File: src/rtl/reg_file_sb_if.sv
// Register file + scoreboard bus: read ports, write port, allocation port and debug tap.
// The issue/commit side is the master; the register file is the slave.
interface reg_file_sb_if #(
   parameter int unsigned XLEN = 32,
   parameter int unsigned NREG = 32
);
   localparam int unsigned AW = $clog2(NREG);

   logic [AW-1:0]   rs1;
   logic [AW-1:0]   rs2;
   logic [XLEN-1:0] rs1_dout;
   logic [XLEN-1:0] rs2_dout;
   logic            rs1_busy;
   logic            rs2_busy;
   logic [AW-1:0]   rd;
   logic [XLEN-1:0] rd_din;
   logic            write_enable;
   logic            alloc_valid;
   logic [AW-1:0]   alloc_rd;
   logic [AW-1:0]   dbg_sel;
   logic [XLEN-1:0] dbg_dout;
   logic [AW:0]     busy_cnt;

   modport master (
      output rs1, rs2, rd, rd_din, write_enable, alloc_valid, alloc_rd, dbg_sel,
      input  rs1_dout, rs2_dout, rs1_busy, rs2_busy, dbg_dout, busy_cnt
   );

   modport slave (
      input  rs1, rs2, rd, rd_din, write_enable, alloc_valid, alloc_rd, dbg_sel,
      output rs1_dout, rs2_dout, rs1_busy, rs2_busy, dbg_dout, busy_cnt
   );
endinterface

File: src/rtl/reg_file_sb.sv
// Integer register file with a pending-write scoreboard and a registered debug tap.
// x0 reads as zero and is never written or marked busy.
// Optional feature: define RF_BYPASS_EN to forward a same-cycle write to the read ports.
module reg_file_sb #(
   parameter int unsigned XLEN    = 32,
   parameter int unsigned NREG    = 32,
   parameter int unsigned SP_IDX  = 2,
   parameter logic [31:0] SP_INIT = 32'h2ffc
) (
   input logic           clk,
   input logic           reset,
   reg_file_sb_if.slave  bus
);
   localparam int unsigned AW = $clog2(NREG);
   localparam logic [XLEN-1:0] SpInitX = XLEN'(SP_INIT);

   logic [XLEN-1:0] r_rf [NREG];
   logic [NREG-1:0] r_busy;
   logic [AW:0]     r_busy_cnt;
   logic [XLEN-1:0] r_dbg_dout;

   logic            w_wr_hit;
   logic            w_alloc_hit;
   logic [NREG-1:0] w_busy_nxt;
   logic [AW:0]     w_busy_cnt_nxt;

   assign w_wr_hit    = bus.write_enable && (bus.rd != '0);
   assign w_alloc_hit = bus.alloc_valid && (bus.alloc_rd != '0);

   // Scoreboard next state: commit clears, then a new claim wins on the same register.
   always_comb begin
      w_busy_nxt = r_busy;
      if (w_wr_hit) begin
         w_busy_nxt[bus.rd] = 1'b0;
      end
      if (w_alloc_hit) begin
         w_busy_nxt[bus.alloc_rd] = 1'b1;
      end
      w_busy_nxt[0] = 1'b0;
   end

   // Population count of the post-edge scoreboard, registered alongside the busy bits.
   always_comb begin
      w_busy_cnt_nxt = '0;
      for (int i = 0; i < NREG; i++) begin
         w_busy_cnt_nxt = w_busy_cnt_nxt + (AW+1)'(w_busy_nxt[i]);
      end
   end

   // Register array, scoreboard, count and debug capture; reset overrides everything.
   always_ff @(posedge clk) begin
      if (reset) begin
         for (int i = 0; i < NREG; i++) begin
            r_rf[i] <= '0;
         end
         r_rf[AW'(SP_IDX)] <= SpInitX;
         r_busy            <= '0;
         r_busy_cnt        <= '0;
         r_dbg_dout        <= '0;
      end else begin
         if (w_wr_hit) begin
            r_rf[bus.rd] <= bus.rd_din;
         end
         r_busy     <= w_busy_nxt;
         r_busy_cnt <= w_busy_cnt_nxt;
         // Reads the pre-write array, so a same-cycle write to dbg_sel shows a cycle later.
         r_dbg_dout <= r_rf[bus.dbg_sel];
      end
   end

   // Combinational read ports with optional write-through forwarding.
   always_comb begin
      bus.rs1_dout = (bus.rs1 == '0) ? '0 : r_rf[bus.rs1];
      bus.rs2_dout = (bus.rs2 == '0) ? '0 : r_rf[bus.rs2];
      bus.rs1_busy = r_busy[bus.rs1];
      bus.rs2_busy = r_busy[bus.rs2];
`ifdef RF_BYPASS_EN
      if (w_wr_hit && (bus.rs1 == bus.rd)) begin
         bus.rs1_dout = bus.rd_din;
         bus.rs1_busy = bus.alloc_valid && (bus.alloc_rd == bus.rd);
      end
      if (w_wr_hit && (bus.rs2 == bus.rd)) begin
         bus.rs2_dout = bus.rd_din;
         bus.rs2_busy = bus.alloc_valid && (bus.alloc_rd == bus.rd);
      end
`endif
   end

   assign bus.busy_cnt = r_busy_cnt;
   assign bus.dbg_dout = r_dbg_dout;
endmodule

File: src/flat_wrapper.sv
// flat-port wrapper written by rule: the top's interface ports become plain ports
module reg_file_sb_flat 
#(
   parameter int unsigned XLEN    = 32,
   parameter int unsigned NREG    = 32,
   parameter int unsigned SP_IDX  = 2,
   parameter logic [31:0] SP_INIT = 32'h2ffc
)
  (clk, reset, bus_rs1, bus_rs2, bus_rd, bus_rd_din, bus_write_enable, bus_alloc_valid, bus_alloc_rd, bus_dbg_sel, bus_rs1_dout, bus_rs2_dout, bus_rs1_busy, bus_rs2_busy, bus_dbg_dout, bus_busy_cnt);
  reg_file_sb_if #(.XLEN(XLEN), .NREG(NREG)) bus_i ();
  input logic clk;
  input logic reset;
  input wire logic [$bits(bus_i.rs1)-1:0] bus_rs1;
  input wire logic [$bits(bus_i.rs2)-1:0] bus_rs2;
  input wire logic [$bits(bus_i.rd)-1:0] bus_rd;
  input wire logic [$bits(bus_i.rd_din)-1:0] bus_rd_din;
  input wire logic [$bits(bus_i.write_enable)-1:0] bus_write_enable;
  input wire logic [$bits(bus_i.alloc_valid)-1:0] bus_alloc_valid;
  input wire logic [$bits(bus_i.alloc_rd)-1:0] bus_alloc_rd;
  input wire logic [$bits(bus_i.dbg_sel)-1:0] bus_dbg_sel;
  output wire logic [$bits(bus_i.rs1_dout)-1:0] bus_rs1_dout;
  output wire logic [$bits(bus_i.rs2_dout)-1:0] bus_rs2_dout;
  output wire logic [$bits(bus_i.rs1_busy)-1:0] bus_rs1_busy;
  output wire logic [$bits(bus_i.rs2_busy)-1:0] bus_rs2_busy;
  output wire logic [$bits(bus_i.dbg_dout)-1:0] bus_dbg_dout;
  output wire logic [$bits(bus_i.busy_cnt)-1:0] bus_busy_cnt;
  assign bus_i.rs1 = bus_rs1;
  assign bus_i.rs2 = bus_rs2;
  assign bus_i.rd = bus_rd;
  assign bus_i.rd_din = bus_rd_din;
  assign bus_i.write_enable = bus_write_enable;
  assign bus_i.alloc_valid = bus_alloc_valid;
  assign bus_i.alloc_rd = bus_alloc_rd;
  assign bus_i.dbg_sel = bus_dbg_sel;
  assign bus_rs1_dout = bus_i.rs1_dout;
  assign bus_rs2_dout = bus_i.rs2_dout;
  assign bus_rs1_busy = bus_i.rs1_busy;
  assign bus_rs2_busy = bus_i.rs2_busy;
  assign bus_dbg_dout = bus_i.dbg_dout;
  assign bus_busy_cnt = bus_i.busy_cnt;
  reg_file_sb #(.XLEN(XLEN), .NREG(NREG), .SP_IDX(SP_IDX), .SP_INIT(SP_INIT)) u_core (.clk(clk), .reset(reset), .bus(bus_i));
endmodule
File: config.mk
export PLATFORM = sky130hd
export DESIGN_NAME = reg_file_sb_flat
export DESIGN_NICKNAME = d
export VERILOG_FILES = /design/src/rtl/reg_file_sb_if.sv /design/src/rtl/reg_file_sb.sv /design/src/flat_wrapper.sv
export SDC_FILE = /design/constraint.sdc
export NUM_CORES = 2
export LEC_CHECK = 0
export BUFFER_PORTS_ARGS = -buffer_cell sky130_fd_sc_hd__buf_2
export CAP_MARGIN = 20
export CORE_MARGIN = 5
export CORE_UTILIZATION = 45
export DETAILED_ROUTE_END_ITERATION = 6
export PLACE_DENSITY = 0.72
export SLEW_MARGIN = 20
export SYNTH_ARGS = -nofsm -noshare
export SYNTH_HDL_FRONTEND = slang
export SYNTH_SLANG_ARGS = --single-unit
File: constraint.sdc
create_clock -name clk -period 14.3 [get_ports clk]
set_input_delay 1.43 -clock clk [delete_from_list [all_inputs] [get_ports clk]]
set_output_delay 1.43 -clock clk [all_outputs]
set_load 0.02 [all_outputs]
==> flow_summary.ini <==
[status]
status = complete, no violations

[place]
port_buffers = 164
place_hpwl_mm = 144.6
globalplace.congestion = 0.9593

[yosys]
ys_ff_latch = 1093
synth-async-reset-ratio = 0
ys_warn_count = 0
synth_fa_ha_area_frac = 0.008702
yosysSeqAreaShare = 0.4879
synth.mux.area_fraction = 0.2865
synthSimpleGateAreaFrac = 0.1193
synth_xor_area_frac = 0.0001330
synth_edf_count = 1024
netlist_instances = 4559
synth_top_family_by_area = multiplexers
synth_ff_type = edfxtp_1
synth_compound_area_frac = 0.06218
avgSynthCellArea_um2 = 14.45
synth_cell_types = 49
syn_area_um2 = 65860

[die]
initial_core_util = 0.4524
fp-row-count = 140
pin_count = 165
die_w_um = 392.6
core-area_um2 = 145600
die_h_um = 392.6
die_area_um2 = 154100

[power]
power_leakage_nw = 24.81
p_switching_mw = 2.248
clockPowerShare = 0.372
pwr-share-seq = 0.466
p_int_mw = 5.950
vdd_drop_max_v = 0.0001081
p_comb_frac = 0.162
switching_share = 0.2742
p_per_area_nw_per_um2 = 113.4

[worst_setup_path]
crit_type = in -> out
cp_cell_sequence = buf_8 > buf_4 > buf_4 > mux4_2 > o2111ai_1 > a311oi_1 > buf_2
crit_top_cell = buf_4
crit_path_end_kind = output port
arrival_ns = 5.78
slowest_stage = a311oi_1
slowest_delay_ns = 0.99
cp-start-kind = input port
required_ns = 12.87
path_max_fanout = 56

[timing]
setup_tns_ns = 0
setup_viol = 0
clock_skew_ns = 0.02021
relSlewSlack = 0.1486
tightest_slew_ns = 1.269
period_needed_ns = 7.208
finalCritPeriodShare = 0.5040
timing.fmax_ghz = 0.1387
slew_violations = 0
hold_viol = 0
rsz0062_at_grt = no
hold-worst-slack_ns = 0.5880

[global_route]
grt_use_met1 = 0.3999
grtUsageMet2 = 0.4484
grtUsageTotal = 0.3162
grt-ovfl-total = 0
grt_antenna_before_repair = 20
grt_pass1_vias = 46010
grt_pass1_wl_mm = 344.6
use_met3 = 0.1285
grt_max_degree = 132
grt-busiest-layer = met2

[layout]
fillers = 12060
nets = 4568
register_area_um2 = 32130
final_common_cell = edfxtp_1
multiInputGateArea_um2 = 31960
layout_common_cells = 1024 x edfxtp_1, 985 x and2_1, 690 x mux4_2
area_growth_pct = 9.775
drive_gt1_frac = 0.2878

[cts]
path_clk_slew_ns = 0.06
cts_resized = 0
cts_tree = done
htree_levels = 3
cts_sinks = 1093
clk_path_buf_depth = 3
cts_buffers = 114
clockRootBuffer = clkbuf_16
hold_buffers = 0
clk_latency_ns = 0.74
cts_setup_buffers = 0

[detailed_routing]
wire_per_inst_um = 38.03
via_per_inst = 7.171
drt-initial-drc-count = 8238
drtPass1Iterations = 7
drc = 0
ant_nets = 0
num_vias = 46620
drt_wl_total_mm = 247.3

[run]
max-cap-violations = 0

[min_path]
hold_path.class = reg -> reg
metrics by stage:
| step | setup WS, ns | std cells | power, mW | util | instance area, um2 |
|---|---|---|---|---|---|
| 2_1_floorplan | 7.702 | 4590 | 4.651 | - | 65970 |
| 3_3_place_gp | 7.036 | 6274 | 5.128 | 0.4698 | 68380 |
| 3_5_place_dp | 7.104 | 6275 | 5.155 | 0.4700 | 68410 |
| 4_1_cts | 7.374 | 6488 | 8.141 | 0.4959 | 72180 |
| 5_1_grt | 7.068 | 6490 | 8.374 | 0.4965 | 72270 |
| 6_report | 7.092 | 6501 | 8.199 | 0.4966 | 72290 |
per-layer routing:
layer	wire, um	vias to the layer above
met1	82140	23540
met4	20320	6
li1	-	17800
met2	104900	4348
met3	39850	921
met5	43	-
state kept, by name, summed over array words and instances (netlist names):
name / count
u_core.r_rf: 1024
u_core.bus.dbg_dout: 32
u_core.bus.busy_cnt: 6
u_core.r_busy: 31
final cells by class:
cell class	instances	share of cell area
Clock buffer	155	0.04486
Timing Repair Buffer	285	0.02589
Antenna cell	12	0.0004154
Inverter	34	0.001835
Sequential cell	1093	0.4445
Clock inverter	58	0.007269
Tap cell	1917	0.03318
Multi-Input combinational cell	2947	0.4421
worst max-delay path, delay by kind of cell:
kind                   cells  cell delay [ns]
buffers and inverters      4             2.61
muxes                      1             0.38
AOI/OAI and AO/OA          2             1.11
path summary, 6_finish.rpt:
check | slack, ns | to | startpoint | cells after the start
max | 7.09 | bus_rs1_dout[22] | bus_rs1[1] | 7
min | 0.59 | u_core.r_busy[3]$_SDFF_PP0_ | u_core.r_busy[3]$_SDFF_PP0_ | 2
max reg2reg | 8.94 | u_core.bus.busy_cnt[4]$_SDFF_PP0_ | u_core.r_busy[2]$_SDFF_PP0_ | 19
min reg2reg | 0.59 | u_core.r_busy[3]$_SDFF_PP0_ | u_core.r_busy[3]$_SDFF_PP0_ | 2
Yosys cell counts, types with 10 or more instances:
cell type  number  area share
a31oi_1        32      0.0030
and2_1        985       0.094
a22oi_1       113       0.013
o21ai_0       114      0.0087
a311oi_1       64      0.0085
o2111ai_1      25      0.0033
inv_1          34      0.0019
fa_1           23      0.0070
mux2i_1       258       0.039
nor2_1         68      0.0039
mux4_2        690        0.24
a211oi_1       64      0.0073
nand2_1        81      0.0046
clkbuf_1      350       0.020
dfxtp_1        69       0.021
edfxtp_1     1024        0.47
a22o_1         10      0.0013
buf_2         133       0.010
or3_1          12      0.0011
a221oi_1       71      0.0094
a221o_1        32      0.0049
nand2b_1       33      0.0031
mux2_2         66       0.011
buf_4          23      0.0026
nor2b_1        89      0.0085
o21ai_1        23      0.0017
power by group through the flow:
| stage | registers, mW | clock network (mW) | logic (mW) |
|---|---|---|---|
| floorplan | 3.84 | 0 | 0.810 |
| finish | 3.82 | 3.05 | 1.33 |
| global placement | 3.86 | 0 | 1.26 |
| detailed placement | 3.88 | 0 | 1.27 |
| CTS | 3.81 | 3.05 | 1.28 |
| global route | 3.84 | 3.18 | 1.35 |
logic make-up after synthesis:
family / Yosys count
multiplexers: 1014
AO/OA/AOI/OAI: 557
AND/OR/NAND/NOR: 1311
XOR/XNOR: 1
other: 1
adder cells (fa/ha/maj): 32
flip-flops: 1093
buffers and inverters: 550
No activity file was read; power rests on OpenSTA's default activity.
